## config.mk

```make
export PLATFORM = sky130hd
export DESIGN_NAME = perceptron_seq
export DESIGN_NICKNAME = d
export VERILOG_FILES = /design/src/rtl/perceptron_pkg.sv /design/src/rtl/perceptron_weight_file.sv /design/src/rtl/perceptron_seq.sv
export SDC_FILE = /design/constraint.sdc
export NUM_CORES = 1
export LEC_CHECK = 0
export CORE_ASPECT_RATIO = 1.4
export CORE_MARGIN = 1
export CORE_UTILIZATION = 25
export CTS_BUF_LIST = sky130_fd_sc_hd__clkbuf_16
export DETAILED_ROUTE_END_ITERATION = 8
export GPL_TIMING_DRIVEN = 0
export PLACE_DENSITY = 0.41
export RECOVER_POWER = 25
export SKIP_LAST_GASP = 1
export SLEW_MARGIN = 20
export SYNTH_ARGS = -nofsm -noshare
export SYNTH_HDL_FRONTEND = slang
export SYNTH_SLANG_ARGS = --single-unit
```

## constraint.sdc

```tcl
create_clock -name clk -period 12.9 [get_ports clk]
set_input_delay 2.58 -clock clk [delete_from_list [all_inputs] [get_ports clk]]
set_output_delay 2.58 -clock clk [all_outputs]
set_load 0.005 [all_outputs]
```

## src/rtl/perceptron_pkg.sv

```systemverilog
// Shared constants, FSM state encoding and the Q3.3 saturating multiply
// used by the perceptron sequencer.
package perceptron_pkg;

  localparam int FRAC_BITS = 3;
  localparam logic [5:0] ONE  = 6'd8;
  localparam logic [5:0] QMAX = 6'd63;

  typedef logic [2:0] state_t;

  localparam state_t IDLE   = 3'd0;
  localparam state_t LOAD   = 3'd1;
  localparam state_t MAC    = 3'd2;
  localparam state_t DECIDE = 3'd3;
  localparam state_t UPDATE = 3'd4;
  localparam state_t DONE   = 3'd5;

  // Full 12-bit product, drop the fraction bits, clamp instead of wrapping.
  function automatic logic [5:0] mul(input logic [5:0] a, input logic [5:0] b);
    logic [11:0] prod;
    logic [11:0] scaled;
    prod   = {6'b0, a} * {6'b0, b};
    scaled = prod >> FRAC_BITS;
    if (scaled > {6'b0, QMAX}) return QMAX;
    return scaled[5:0];
  endfunction

endpackage

```

## src/rtl/perceptron_weight_file.sv

```systemverilog
// Weight store: one read and one write port sharing an index, with the
// saturating perceptron add/sub applied on write.
module perceptron_weight_file
  import perceptron_pkg::*;
#(
  parameter int               N_INPUTS = 4,
  parameter int               WIDTH    = 6,
  parameter logic [WIDTH-1:0] W_INIT   = ONE,
  parameter int               IDX_W    = 2
) (
  input  logic             clk,
  input  logic             reset_l,
  input  logic [IDX_W-1:0] idx,
  output logic [WIDTH-1:0] rd_data,
  input  logic             wr_en,
  input  logic             wr_inc,
  input  logic [WIDTH-1:0] wr_x
);

  logic [WIDTH-1:0] w [N_INPUTS];
  logic [WIDTH:0]   sum;
  logic [WIDTH-1:0] nxt;

  assign rd_data = w[idx];

  // NOTE: every always_comb output gets a value on every path, or a latch is inferred.
  always_comb begin
    sum = {1'b0, w[idx]} + {1'b0, wr_x};
    nxt = w[idx];
    if (wr_inc) begin
      nxt = sum[WIDTH] ? '1 : sum[WIDTH-1:0];
    end else begin
      nxt = (wr_x > w[idx]) ? '0 : w[idx] - wr_x;
    end
  end

  // NOTE: the weights are flops, not RAM, so every entry is reset to a known value.
  always_ff @(posedge clk or negedge reset_l) begin
    if (!reset_l) begin
      for (int i = 0; i < N_INPUTS; i++) w[i] <= W_INIT;
    end else if (wr_en) begin
      // NOTE: sequential state uses non-blocking assignment to avoid read/write races.
      w[idx] <= nxt;
    end
  end

endmodule

```

## src/rtl/perceptron_seq.sv

```systemverilog
// Perceptron sequencer: stream in a vector, MAC against the weight store,
// threshold to a class, and optionally apply the perceptron update.
module perceptron_seq
  import perceptron_pkg::*;
#(
  parameter int               N_INPUTS = 4,
  parameter int               WIDTH    = 6,
  parameter logic [WIDTH-1:0] W_INIT   = ONE,
  parameter int               ACC_W    = WIDTH + $clog2(N_INPUTS)
) (
  input  logic             clk,
  input  logic             reset_l,
  input  logic             start,
  input  logic             train,
  input  logic             target,
  input  logic             abort,
  input  logic [ACC_W-1:0] thresh,
  input  logic             x_valid,
  output logic             x_ready,
  input  logic [WIDTH-1:0] x_data,
  output logic             out_valid,
  input  logic             out_ready,
  output logic             y,
  output logic [ACC_W-1:0] acc,
  output logic             updated,
  output logic             busy
);

  localparam int IDX_W = (N_INPUTS > 1) ? $clog2(N_INPUTS) : 1;

  state_t           state;
  logic [IDX_W-1:0] idx;
  logic [WIDTH-1:0] x_reg [N_INPUTS];
  logic             train_q;
  logic             target_q;
  logic [WIDTH-1:0] w_rd;
  logic [WIDTH-1:0] prod;
  logic             last;
  logic             ge;
  logic             wr_en;

  assign x_ready   = (state == LOAD);
  assign out_valid = (state == DONE);
  assign busy      = (state != IDLE);

  assign last  = (idx == IDX_W'(N_INPUTS - 1));
  assign prod  = mul(w_rd, x_reg[idx]);
  assign ge    = (acc >= thresh);
  // An abort in UPDATE suppresses that cycle's write; earlier writes stay.
  assign wr_en = (state == UPDATE) && !abort;

  perceptron_weight_file #(
    .N_INPUTS(N_INPUTS),
    .WIDTH   (WIDTH),
    .W_INIT  (W_INIT),
    .IDX_W   (IDX_W)
  ) u_wfile (
    .clk    (clk),
    .reset_l(reset_l),
    .idx    (idx),
    .rd_data(w_rd),
    .wr_en  (wr_en),
    .wr_inc (target_q),
    .wr_x   (x_reg[idx])
  );

  always_ff @(posedge clk or negedge reset_l) begin
    if (!reset_l) begin
      state    <= IDLE;
      idx      <= '0;
      acc      <= '0;
      y        <= 1'b0;
      updated  <= 1'b0;
      train_q  <= 1'b0;
      target_q <= 1'b0;
      for (int i = 0; i < N_INPUTS; i++) x_reg[i] <= '0;
    end else if (abort) begin
      state <= IDLE;
      idx   <= '0;
    end else begin
      case (state)
        IDLE: begin
          if (start) begin
            train_q  <= train;
            target_q <= target;
            acc      <= '0;
            idx      <= '0;
            y        <= 1'b0;
            updated  <= 1'b0;
            state    <= LOAD;
          end
        end
        LOAD: begin
          if (x_valid) begin
            x_reg[idx] <= x_data;
            if (last) begin
              idx   <= '0;
              state <= MAC;
            end else begin
              idx <= idx + 1'b1;
            end
          end
        end
        MAC: begin
          acc <= acc + ACC_W'(prod);
          if (last) begin
            idx   <= '0;
            state <= DECIDE;
          end else begin
            idx <= idx + 1'b1;
          end
        end
        DECIDE: begin
          y     <= ge;
          idx   <= '0;
          state <= (train_q && (ge != target_q)) ? UPDATE : DONE;
        end
        UPDATE: begin
          updated <= 1'b1;
          if (last) begin
            idx   <= '0;
            state <= DONE;
          end else begin
            idx <= idx + 1'b1;
          end
        end
        DONE: begin
          if (out_ready) state <= IDLE;
        end
        default: state <= IDLE;
      endcase
    end
  end

endmodule
```

# Word-level counts from Yosys, hierarchy flattened
# Index checks and enable logic that the tools add are counted.
# word_totals
output_inout_bits	13
word_cells	94
register_bits	65
input_bits	22
# op_classes
order_cmp	5
n_reduce_logical	18
mux	35
addsub	4
eq_ne	14
bitwise_logic	2
mul	1
# ops
cell	count
two-way mux 6 bit	10
bitwise mux 24 bit	2
binary-select mux 6 bit (select 2 bit)	2
two-way mux 3 bit	7
case mux 3 bit (6 select lines)	1
AND reduction 3 bit	6
case mux 8 bit (2 select lines)	1
demux 6 bit (select 2 bit)	1
multiplier 6 x 6 -> 12 bit	1
inequality test 3 bit, second input constant	4
> comparator 9 x 6 -> 1 bit, second input constant	1
adder 8 x 6 -> 8 bit	1
greater-or-equal comparator 8 bit	1
two-way mux 2 bit	4
two-way mux 8 bit	1
case mux 2 bit (4 select lines)	1
adder 6 x 6 -> 7 bit	1
== test 3 x 2 -> 1 bit, second input constant	2
== test 3 bit, second input constant	2
> comparator 6 bit	1
inequality test 3 x 2 -> 1 bit, second input constant	2
AND reduction 6 bit	1
nonzero test 2 bit	3
subtractor 6 bit	1
other kinds (17)	22

# Logic depth before layout (Yosys ltp)
# Gate-level depths: netlist of run 1.
# logic_depth
word_depth	10
depth_mapped	27
depth_no_buf	24

# Cells and area by module
# Synthesis of run 1 repeated with hierarchy kept, for this count alone.
# unflattened
hier_cells	525
area_unflattened_um2	5275.1
# by_module_without_submodules
module	cells_each	n_inst	area_each_um2	seq_area_each_um2
perceptron_seq	348	1	3543.4	1026.0
perceptron_weight_file	177	1	1731.7	605.6

# Worst setup path after synthesis of run 1
# Ideal clock, no wire load.
# synth_timing
kind	register to register
from	reg idx[0]
to	reg acc[6]
path_buffers	2
arrival_ps	5593
t_required_ps	12779
period_less_slack_ps	5714
stages_incl_launch_ff	25
setup_time_ps	121
slack_ps	7186
cell_sequence	dfrtp_1 buf_4 buf_6 mux4_1 ha_1 fa_1 fa_1 inv_1 fa_1 inv_1 ha_1 a31o_2 a21oi_1 o2111ai_1 nor3_2 nand2b_1 ha_1 inv_1 fa_1 nor2b_1 o21ai_0 a21boi_0 o31ai_1 xnor2_1 nor2_1
# synth_between
elab_chain_cells	10
elab_cells_between_ends	13
classes_between	1 x add/sub; 1 x mul; 1 x order compare; 9 x mux; 1 x bitwise
# synth_rtl
item	line	rtl
start, declared	perceptron_seq.sv:32	logic [IDX_W-1:0] idx;
start signal, assigned	perceptron_seq.sv:100	idx <= idx + 1'b1;
start signal, assigned	perceptron_seq.sv:110	idx <= idx + 1'b1;
start signal, assigned	perceptron_seq.sv:124	idx <= idx + 1'b1;
inverter 2 -> 3 bit (not written as such) *	perceptron_weight_file.sv:24, perceptron_seq.sv:47	
binary-select mux 6 bit (select 2 bit), on equally long branches	perceptron_weight_file.sv:24, perceptron_seq.sv:47	
two-way mux 6 bit, on equally long branches (2 in a row)	perceptron_weight_file.sv:24, perceptron_seq.sv:47	
multiplier 6 x 6 -> 12 bit *	perceptron_pkg.sv:22	prod = {6'b0, a} * {6'b0, b};
> comparator 9 x 6 -> 1 bit	perceptron_pkg.sv:24	if (scaled > {6'b0, QMAX}) return QMAX;
two-way mux 1 bit	perceptron_pkg.sv:24	
two-way mux 6 bit *	perceptron_pkg.sv:25	return scaled[5:0];
adder 8 x 6 -> 8 bit *	perceptron_seq.sv:105	acc <= acc + ACC_W'(prod);
case mux 8 bit (2 select lines) *	perceptron_seq.sv:81	case (state)
end signal, assigned	perceptron_seq.sv:105	
end, declared	perceptron_seq.sv:24	output logic [ACC_W-1:0] acc,
# Mark *: on every way between the ends. The rest lies on a longest branch, timed or not. The select of a mux whose other input is x is not followed.
# A chain may end at the register's enable or synchronous reset.

# Worst setup path after layout of run 1
# Ends and elaborated chain as after synthesis.

==> metrics.md, run 1 <==
| Metric | Value |
|---|---|
| Hold WC Path Type | flop to flop |
| Vias in the first global route | 4028 |
| Setup violators final | 0 |
| I/O Pins | 35 |
| Max Slew Vio Count | 55 |
| CTS Buf Count | 9 |
| Failing checks | max-capacitance violations, max-slew violations |
| DR vias | 3808 |
| Largest family of logic cells by synthesized area | adder cells |
| Synth Instances | about 500 |
| N_diodes | 0 |
| CP Cell Sequence | buf_4 -> buf_6 -> mux4_1 -> ha_1 -> fa_1 -> ha_1 -> fa_1 -> fa_1 -> a21o_1 -> a21oi_1 -> o21ai_0 -> mux2i_1 -> nor3_2 -> nand2b_1 -> ha_1 -> inv_1 -> fa_1 -> nor2b_1 -> o21ai_0 -> a21boi_0 -> o31ai_1 -> xnor2_1 -> nor2_1 |
| Routability cong. | roughly 0.75 |
| Wire per inst | between 15 and 20 µm |
| Post-Synth Adder-Cell Area | 19.11% |
| PD cells | 204.8 nW/µm² |
| Maximum root-to-sink buffer count | 2 |
| Max_cap viols | 1 |
| Status | finished, violations left |
| Synth Area in Simple Gates | 14.29% |
| Most common cell after layout, fill and taps aside | dfrtp_1 |
| Final total negative setup slack | 0 ns |
| Vias/cell | 4.661 |
| Yosys reg bits | 65 |
| R2r worst-path depth | 23 |
| Unrepaired setup endpoints after global routing | no |
| Main synth FF type | dfrtp_1 |
| Peak VDD IR | 0.09640 mV |
| Post-CTS sizing | 0 |
| Critical path class | flop to flop |
| Initial antenna violation count | 0 |
| CP Launch Type | flop |
| Global-route wire length before repair | 20740 µm |
| Port Buffers | 33 |
| Final hold violations | 0 |
| Asr flop ratio synth | 100.0% |
| Critical path data arrival time | 6.65 ns |
| Min Tclk post-route | 6.433 ns |
| Crit path max fanout | 10 |
| Post-synth EDFFs | 0 |
| Die Y | 173.3 µm |
| Post-synthesis cell type count | 65 |
| Tot GR Track Use | 12.29% |
| Measured slew at the worst slew-check pin | around 3.0 ns |
| Mux contribution to synthesized area | 14.33% |
| Area delta synth->final | 18.04% |
| WL final | 12590 µm |
| Post-DRT Antenna Nets | 0 |
| Layout Nets | 646 |
| CP max stage delay | 0.74 ns |
| 1st-pass router iterations | 5 |
| Total core area | 20560 µm² |
| Layout cells sized above 1 | 15.86% |
| Post-CTS setup buffer count | 0 |
| Clock transition at the registers of the reported paths | 0.06 ns |
| Sequential area share after synthesis | 31.15% |
| Initial core utilization | between 20% and 30% |
| Final period util | between 40% and 50% |
| DP Wirelength | roughly 10000 µm |
| CTS tree | built |
| Setup slack after layout | 6.467 ns |
| Die ar. | 21540 µm² |
| Mapped cell area | 5238 µm² |
| Final clock skew | 0.005029 ns |
| WP data required | 13.12 ns |
| CP endpoint kind | flop |
| Commonest non-fill, non-tap cells in the layout | 61 x dfrtp_1, 55 x inv_1, 54 x nand2_1 |
| XOR/XNOR Fraction of Synth Area | 1.839% |
| CTS Root Cell | clkbuf_16 |
| Site row count | 62 |
| DP Worst Slack | 6.451 ns |
| Hold Crit Depth | 2 |
| Fmax | 155.5 MHz |
| Most frequent CP cell | fa_1 |
| Compound-Gate Fraction of Synth Area | 13.12% |
| Syn. warnings | 0 |
| Post-route cell area | 6182 µm² |
| DRT iter0 DRCs | 125 |
| Slowest stage cell, crit path | mux4_1 |
| H-tree levels | 3 |
| Clk Latency, worst-skew pair | 0.33 ns |
| Max_slew headroom | -102.4% |
| Die Width | about 120 µm |
| Min Hold Slack | 0.4758 ns |
| Clock sinks | 65 |
| Hold_buf cts | 0 |
| Largest net degree at the start of global routing | between 50 and 60 |
| DP Area | 5913 µm² |
| Leak pwr | 2.919 nW |
| Post-synth net total | 601 |
| Mean post-synth cell area | 10.25 µm² |
| Grt ovf | 0 |
| DRC viols | 0 |
-- per-stage QoR --
stage               utilization, %  std cells  power (mW)
floorplan                        -        511      0.8286
CTS                          30.21        817       1.290
global placement             28.64        800       1.021
detailed placement           28.76        801       1.038
global route                 30.07        817       1.391
finish                       30.07        817       1.266
-- synthesized netlist by cell type (2+ instances only) --
| library cell | number | area, µm² |
|---|---|---|
| nand2b_1 | 5 | 31.28 |
| a21o_1 | 5 | 37.54 |
| nor3_2 | 2 | 20.02 |
| dfrtp_1 | 61 | 1526 |
| buf_6 | 5 | 56.30 |
| and3_1 | 5 | 31.28 |
| mux4_2 | 2 | 45.04 |
| nor4_1 | 2 | 12.51 |
| inv_1 | 55 | 206.5 |
| nor2b_1 | 5 | 31.28 |
| mux2i_1 | 6 | 60.06 |
| o21a_1 | 4 | 30.03 |
| nand3_1 | 2 | 10.01 |
| o21bai_1 | 2 | 15.01 |
| dfstp_2 | 4 | 105.1 |
| or3_1 | 2 | 12.51 |
| nand2_1 | 54 | 202.7 |
| a21bo_2 | 2 | 20.02 |
| a21oi_1 | 24 | 120.1 |
| nand4b_1 | 2 | 17.52 |
| ha_1 | 48 | 600.6 |
| nor3_1 | 8 | 40.04 |
| fa_1 | 20 | 400.4 |
| nor2b_4 | 3 | 41.29 |
| clkbuf_1 | 2 | 7.510 |
| o31ai_1 | 7 | 52.55 |
| and2_1 | 17 | 106.4 |
| o21ai_0 | 33 | 165.2 |
| buf_4 | 3 | 22.52 |
| o211ai_1 | 2 | 15.01 |
| buf_2 | 5 | 25.02 |
| xor2_1 | 4 | 35.03 |
| o21ai_1 | 2 | 10.01 |
| a31oi_1 | 3 | 18.77 |
| xnor2_1 | 7 | 61.31 |
| mux4_1 | 10 | 262.8 |
| a211oi_1 | 2 | 15.01 |
| mux2_2 | 34 | 382.9 |
| nor2_1 | 26 | 97.59 |
-- critical path, delay by kind of cell (launching register included) --
kind | cells | cell delay (ns)
adders and majority gates | 7 | 2.75
AOI/OAI and AO/OA | 6 | 1.12
buffers and inverters | 3 | 0.45
xor gates and xnor gates | 1 | 0.16
muxes | 2 | 1.02
DFF | 1 | 0.39
and+or+nand+nor | 4 | 0.42
-- per-layer routing --
metal / global-route usage, % / wire length (µm)
met5: 0 / 0
met4: 5.472 / 318
met3: 1.821 / 251
met2: 23.87 / 7108
met1: 12.81 / 4910
-- final timing paths --
path                         startpoint  slack, ns      endpoint
max                              idx[0]       6.47        acc[6]
min                        u_wfile.w[1]       0.48  u_wfile.w[1]
max reg2reg                      idx[0]       6.47        acc[6]
min reg2reg                u_wfile.w[1]       0.48  u_wfile.w[1]
max in group asynchronous       reset_l       7.35        acc[0]
min in group asynchronous       reset_l       2.25     x_reg[13]
-- cell type report --
cell class | count | area, µm²
fillers | 2113 | 14380
multi-input cells | 375 | 3283
flip-flops and latches | 65 | 1632
repair buffers | 34 | 327.8
well taps | 256 | 320.3
clock buffers | 9 | 225.2
inverters | 55 | 206.4
plain buffers | 16 | 116.4
clock inverters | 7 | 71.32
-- report_power, final --
group | switching [mW] | internal [mW] | total [mW]
combinational | 0.420 | 0.317 | 0.736
sequential | 0.0310 | 0.255 | 0.286
clock | 0.0947 | 0.149 | 0.244
total | 0.546 | 0.720 | 1.27
-- kinds of logic after synthesis --
logic type / count (synthesis)
compound gates: 102
buf+inv: 71
simple gates: 142
mux: 52
flops: 65
fa+ha+maj: 68
xor+xnor: 11
Power figures use the tool's default switching activity.
==> run 2: changes to the inputs <==
==> constraint.sdc (replaced) <==
create_clock -name clk -period 6.7 [get_ports clk]
set_input_delay 1.34 -clock clk [delete_from_list [all_inputs] [get_ports clk]]
set_output_delay 1.34 -clock clk [all_outputs]
set_load 0.005 [all_outputs]
==> metrics.md, run 2 (same netlist as run 1, synthesis figures left out) <==
| Metric | Value |
|---|---|
| Status | finished, violations left |
| Failing checks | max-capacitance violations, max-slew violations |
| Initial core utilization | 25.48% (unchanged) |
| Max_cap viols | 1 (unchanged) |
| WP data required | 6.92 ns (-6.20 ns) |
| Die Width | 124.3 µm (unchanged) |
| 1st-pass router iterations | 4 (-1) |
| CTS Root Cell | clkbuf_16 |
| Hold_buf cts | 0 (unchanged) |
| Clock sinks | 65 (unchanged) |
| Min Tclk post-route | 6.234 ns (-0.1984 ns) |
| Clock transition at the registers of the reported paths | 0.06 ns (about the same) |
| Max_slew headroom | -100.7% (+1.7 points) |
| CTS Buf Count | 9 (unchanged) |
| CP bufs+invs | 3 (unchanged) |
| Post-DRT Antenna Nets | 0 (unchanged) |
| Max Slew Vio Count | 55 (unchanged) |
| Slowest stage cell, crit path | mux4_2 |
| CP max stage delay | 0.63 ns (-0.11 ns) |
| Grt ovf | 0 (unchanged) |
| DRC viols | 0 (unchanged) |
| Global-route wire length before repair | 20740 µm (unchanged) |
| Leak pwr | 2.888 nW (-1.1%) |
| DP Worst Slack | 0.2512 ns (-6.200 ns) |
| Fmax | 160.4 MHz (+3.2%) |
| DR vias | 3813 (+0.13%) |
| Post-route cell area | 6160 µm² (-0.36%) |
| Maximum root-to-sink buffer count | 2 (unchanged) |
| Clk Latency, worst-skew pair | 0.34 ns (about the same) |
| Routability cong. | 0.7453 (unchanged) |
| Initial antenna violation count | 0 (unchanged) |
| Final core occ | 29.96% (-0.11 points) |
| Area delta synth->final | 17.61% |
| H-tree levels | 3 (unchanged) |
| Largest net degree at the start of global routing | 55 (unchanged) |
| WL final | 12700 µm (+0.86%) |
| Total core area | 20560 µm² (unchanged) |
| Wire per inst | 15.54 µm (+0.86%) |
| CP delay by family, top | adder cells |
| Vias in the first global route | 4028 (unchanged) |
| Die ar. | 21540 µm² (unchanged) |
| PD cells | 397.2 nW/µm² (+94%) |
| Layout cells sized above 1 | 16.93% (+1.1 points) |
| Hold WC Path Type | flop to flop |
| Measured slew at the worst slew-check pin | 3.011 ns (-0.02484 ns) |
| Critical path class | flop to flop |
| Site row count | 62 (unchanged) |
| Crit path max fanout | 10 (unchanged) |
| Most frequent CP cell | fa_1 |
| CP Cell Sequence | buf_4 -> buf_6 -> mux4_2 -> ha_1 -> fa_1 -> ha_1 -> fa_1 -> fa_1 -> a21o_1 -> a21oi_1 -> o21ai_0 -> mux2i_1 -> nor3_2 -> nand2b_1 -> ha_1 -> inv_1 -> fa_1 -> nor2b_1 -> o21ai_0 -> a21boi_1 -> o31ai_1 -> xnor2_1 -> nor2_1 |
| Final total negative setup slack | 0 ns (unchanged) |
| Tot GR Track Use | 12.29% (unchanged) |
| Post-CTS setup buffer count | 0 (unchanged) |
| Final hold violations | 0 (unchanged) |
| Setup violators final | 0 (unchanged) |
| Commonest non-fill, non-tap cells in the layout | 61 x dfrtp_1, 55 x inv_1, 54 x nand2_1 |
| Peak VDD IR | 0.1867 mV (+94%) |
| I/O Pins | 35 (unchanged) |
| DRT iter0 DRCs | 126 (+0.80%) |
| Setup slack after layout | 0.4655 ns (-6.002 ns) |
| CP Launch Type | flop |
| Die Y | 173.3 µm (unchanged) |
| CP endpoint kind | flop |
| Unrepaired setup endpoints after global routing | no |
| DP Area | 5913 µm² (unchanged) |
| CTS tree | built |
| Vias/cell | 4.667 (+0.13%) |
| N_diodes | 0 (unchanged) |
| Layout Nets | 646 (unchanged) |
| Post-CTS sizing | 0 (unchanged) |
| Most common cell after layout, fill and taps aside | dfrtp_1 |
| DP Wirelength | 10180 µm (unchanged) |
| Final clock skew | 0.006463 ns (+0.001434 ns) |
| Total Power | 2.447 mW (+93%) |
| Final period util | 93.05% (+43 points) |
| Port Buffers | 33 (unchanged) |
| Critical path data arrival time | 6.46 ns (-0.19 ns) |
run 2: cell types whose count changed in the layout (fill, tap and decap cells not counted):
| cell | delta |
|---|---|
| mux4_2 | +6 |
| a21boi_0 | -1 |
| mux4_1 | -6 |
| a21boi_1 | +1 |
run 2: worst min-delay path, delay by kind of cell (launching register included):
| family | cells | cell delay, ns |
|---|---|---|
| AO/OA/AOI/OAI | 1 | 0.06 |
| flip-flops | 1 | 0.34 |
| AND/OR/NAND/NOR | 1 | 0.04 |
run 2: worst paths after layout:
kind                       depth (start not counted)  slack (ns)         start            to
max                                               23        0.47        idx[0]        acc[6]
min                                                2        0.48  u_wfile.w[1]  u_wfile.w[1]
max reg2reg                                       23        0.47        idx[0]        acc[6]
min reg2reg                                        2        0.48  u_wfile.w[1]  u_wfile.w[1]
max in group asynchronous                          2        2.42       reset_l        acc[0]
min in group asynchronous                          1        1.00       reset_l     x_reg[13]
run 2: area by class of cell:
| type | instances | area, µm² |
|---|---|---|
| repair buffers | 34 | 327.8 |
| inverters | 55 | 206.4 |
| well taps | 256 | 320.3 |
| fillers | 2118 | 14400 |
| clock inverters | 7 | 71.32 |
| clock buffers | 9 | 225.2 |
| flip-flops and latches | 65 | 1632 |
| multi-input cells | 375 | 3261 |
| plain buffers | 16 | 116.4 |
run 2: metrics by stage:
| step | hold slack (ns) | cells |
|---|---|---|
| floorplan | 0.4416 | 511 |
| global placement | 0.4552 | 800 |
| detailed placement | 0.4673 | 801 |
| CTS | 0.4794 | 817 |
| global route | 0.4982 | 817 |
| finish | 0.4758 | 817 |
run 2: metal layers:
metal	share of wire [%]	up-vias	GRT usage (%)
met5	0	-	0
li1	-	1869	-
met3	1.8	20	1.821
met4	2.6	0	5.472
met2	56	52	23.87
met1	40	1872	12.81
run 2: where the power goes:
group          switching [mW]  internal [mW]
registers              0.0626          0.490
logic                   0.811          0.612
clock network           0.184          0.287
==> run 3: changes to the inputs <==
--- a/config.mk
+++ b/config.mk
@@ -5,13 +5,14 @@
 export SDC_FILE = /design/constraint.sdc
 export NUM_CORES = 1
 export LEC_CHECK = 0
+export CAP_MARGIN = 20
 export CORE_ASPECT_RATIO = 1.4
 export CORE_MARGIN = 1
 export CORE_UTILIZATION = 25
 export CTS_BUF_LIST = sky130_fd_sc_hd__clkbuf_16
 export DETAILED_ROUTE_END_ITERATION = 8
 export GPL_TIMING_DRIVEN = 0
-export PLACE_DENSITY = 0.41
+export PLACE_DENSITY = 0.38
 export RECOVER_POWER = 25
 export SKIP_LAST_GASP = 1
 export SLEW_MARGIN = 20
==> metrics.md, run 3 (same netlist as run 1, synthesis figures left out) <==
| Metric | Value |
|---|---|
| Vias in the first global route | 3943 (-2.1%) |
| Min Tclk post-route | 6.231 ns (-0.003701 ns) |
| Global-route wire length before repair | 21290 µm (+2.7%) |
| DP Wirelength | 10510 µm (+3.3%) |
| Failing checks | max-capacitance violations, max-slew violations |
| Site row count | 62 (unchanged) |
| CP Cell Sequence | buf_4 -> buf_6 -> mux4_2 -> ha_1 -> fa_1 -> ha_1 -> fa_1 -> fa_1 -> a21o_1 -> a21oi_1 -> o21ai_0 -> mux2i_1 -> nor3_2 -> nand2b_1 -> ha_1 -> inv_1 -> fa_1 -> nor2b_1 -> o21ai_0 -> a21boi_0 -> o31ai_1 -> xnor2_1 -> nor2_1 |
| Unrepaired setup endpoints after global routing | no |
| Setup violators final | 0 (unchanged) |
| Maximum root-to-sink buffer count | 2 (unchanged) |
| Layout cells sized above 1 | 16.58% (-0.36 points) |
| Tot GR Track Use | 12.72% (+0.43 points) |
| Critical path data arrival time | 6.45 ns (about the same) |
| Fmax | 160.5 MHz (about the same) |
| Wire per inst | 15.80 µm (+1.7%) |
| Final hold violations | 0 (unchanged) |
| Vias/cell | 4.635 (-0.68%) |
| I/O Pins | 35 (unchanged) |
| Routability cong. | 0.7651 (+2.7%) |
| PD cells | 400.3 nW/µm² (+0.77%) |
| WP data required | 6.92 ns (about the same) |
| Post-DRT Antenna Nets | 0 (unchanged) |
| R2R Path Start | idx[0] |
| DRT iter0 DRCs | 134 (+6.3%) |
| Register area | 1632 µm² (unchanged) |
| CTS tree | built |
| 1st-pass router iterations | 4 (unchanged) |
| Measured slew at the worst slew-check pin | 3.110 ns (+0.09919 ns) |
| Hold Crit Depth | 2 (unchanged) |
| Area delta synth->final | 17.85% |
| Status | finished, violations left |
| Clock transition at the registers of the reported paths | 0.06 ns (about the same) |
| H-tree levels | 3 (unchanged) |
| Max Slew Vio Count | 56 (+1.8%) |
| Die ar. | 21540 µm² (unchanged) |
| CTS Root Cell | clkbuf_16 |
| Max_slew headroom | -107.3% (-6.6 points) |
| Worst r2r dst | acc[6] |
| Min Hold Slack | 0.4725 ns (-0.003289 ns) |
| WL final | 12910 µm (+1.7%) |
| Leak pwr | 2.909 nW (+0.73%) |
| Hold path endpoint | u_wfile.w[0] |
| Critical path class | flop to flop |
| CP endpoint kind | flop |
| Fill cell count | 2089 (-1.4%) |
| CP bufs+invs | 3 (unchanged) |
| Total core area | 20560 µm² (unchanged) |
| Die Y | 173.3 µm (unchanged) |
| Slowest stage cell, crit path | mux4_2 |
| Grt ovf | 0 (unchanged) |
| Initial antenna violation count | 0 (unchanged) |
| Clk Latency, worst-skew pair | 0.33 ns (about the same) |
| Multi-input combinational cell area | 3261 µm² (unchanged) |
| R2R Setup Slk | 0.47 ns (about the same) |
| Worst min-delay path startpoint | u_wfile.w[0] |
| Total Power | 2.471 mW (+0.97%) |
| Die Width | 124.3 µm (unchanged) |
| DP Area | 5913 µm² (unchanged) |
| CP max stage delay | 0.62 ns (about the same) |
| CP Launch Type | flop |
| Layout Nets | 647 (+0.15%) |
| Max_cap viols | 1 (unchanged) |
| Peak VDD IR | 0.2049 mV (+9.7%) |
| N_diodes | 0 (unchanged) |
| Final clock skew | 0.007103 ns (+0.0006394 ns) |
| Largest net degree at the start of global routing | 56 (+1.8%) |
| Clock sinks | 65 (unchanged) |
| R2r worst-path depth | 23 (unchanged) |
| Initial core utilization | 25.48% (unchanged) |
| Most common cell after layout, fill and taps aside | dfrtp_1 |
| Most frequent CP cell | fa_1 |
| Final total negative setup slack | 0 ns (unchanged) |
| DRC viols | 0 (unchanged) |
| DR vias | 3787 (-0.68%) |
| Post-route cell area | 6172 µm² (+0.20%) |
| Final period util | 93.00% (about the same) |
| Hold_buf cts | 0 (unchanged) |
| Commonest non-fill, non-tap cells in the layout | 61 x dfrtp_1, 57 x inv_1, 54 x nand2_1 |
| CP delay by family, top | adder cells |
| Crit path max fanout | 10 (unchanged) |
| CTS Buf Count | 9 (unchanged) |
| Hold WC Path Type | flop to flop |
| Port Buffers | 33 (unchanged) |
[run 3: cell type report]
| type | instances | area share, % |
|---|---|---|
| Buffer | 16 | 1.885 |
| Clock buffer | 9 | 3.649 |
| Clock inverter | 6 | 1.237 |
| Inverter | 55 | 3.345 |
| Multi-Input combinational cell | 375 | 52.83 |
| Sequential cell | 65 | 26.43 |
| Tap cell | 256 | 5.190 |
| Timing Repair Buffer | 35 | 5.433 |
[run 3: what timing repair did]
action	in CTS	in global routing
endpoints found under the setup margin	0	1
hold endpoints to repair	0	0
resized for setup	0	6
buffers inserted	0	1
[run 3: worst register-to-register path, stage by stage, from the launching register on]
cell      delay [ns]
dfrtp_1         0.39
buf_4           0.20
buf_6           0.20
mux4_2          0.62
ha_1            0.32
fa_1            0.50
ha_1            0.34
fa_1            0.54
fa_1            0.48
a21o_1          0.20
a21oi_1         0.22
o21ai_0         0.15
mux2i_1         0.16
nor3_2          0.30
nand2b_1        0.10
ha_1            0.21
inv_1           0.07
fa_1            0.19
nor2b_1         0.07
o21ai_0         0.21
a21boi_0        0.16
o31ai_1         0.27
xnor2_1         0.16
nor2_1          0.05
[run 3: worst max-delay path by stage]
stage / depth (start not counted) / start / endpoint
6_report: 23 / idx[0] / acc[6]
5_1_grt: 23 / idx[0] / acc[6]
4_1_cts: 23 / idx[0] / acc[6]
3_5_place_dp: 23 / idx[0] / acc[6]
3_3_place_gp: 23 / idx[0] / acc[6]
2_1_floorplan: 24 / idx[0] / acc[6]
[run 3: routing by layer]
| layer | GRT usage [%] | routed length, µm | vias to the layer above |
|---|---|---|---|
| met5 | 0 | 0 | - |
| met3 | 1.636 | 226 | 15 |
| met4 | 5.221 | 262 | 0 |
| li1 | - | - | 1877 |
| met1 | 13.99 | 5187 | 1857 |
| met2 | 24.24 | 7231 | 38 |
[run 3: where the power goes]
part | switching, mW | leakage (nW) | total, mW | internal [mW]
clock | 0.167 | 0.155 | 0.485 | 0.319
combinational | 0.815 | 1.89 | 1.43 | 0.617
sequential | 0.0632 | 0.867 | 0.554 | 0.491
total | 1.04 | 2.91 | 2.47 | 1.43
[run 3: metrics by stage]
step	util (%)	setup slack (ns)	cells
6_report	30.02	0.4692	817
5_1_grt	30.02	0.03008	817
3_5_place_dp	28.76	0.2435	801
2_1_floorplan	-	0.9857	511
4_1_cts	30.23	0.2277	816
3_3_place_gp	28.64	0.2191	800
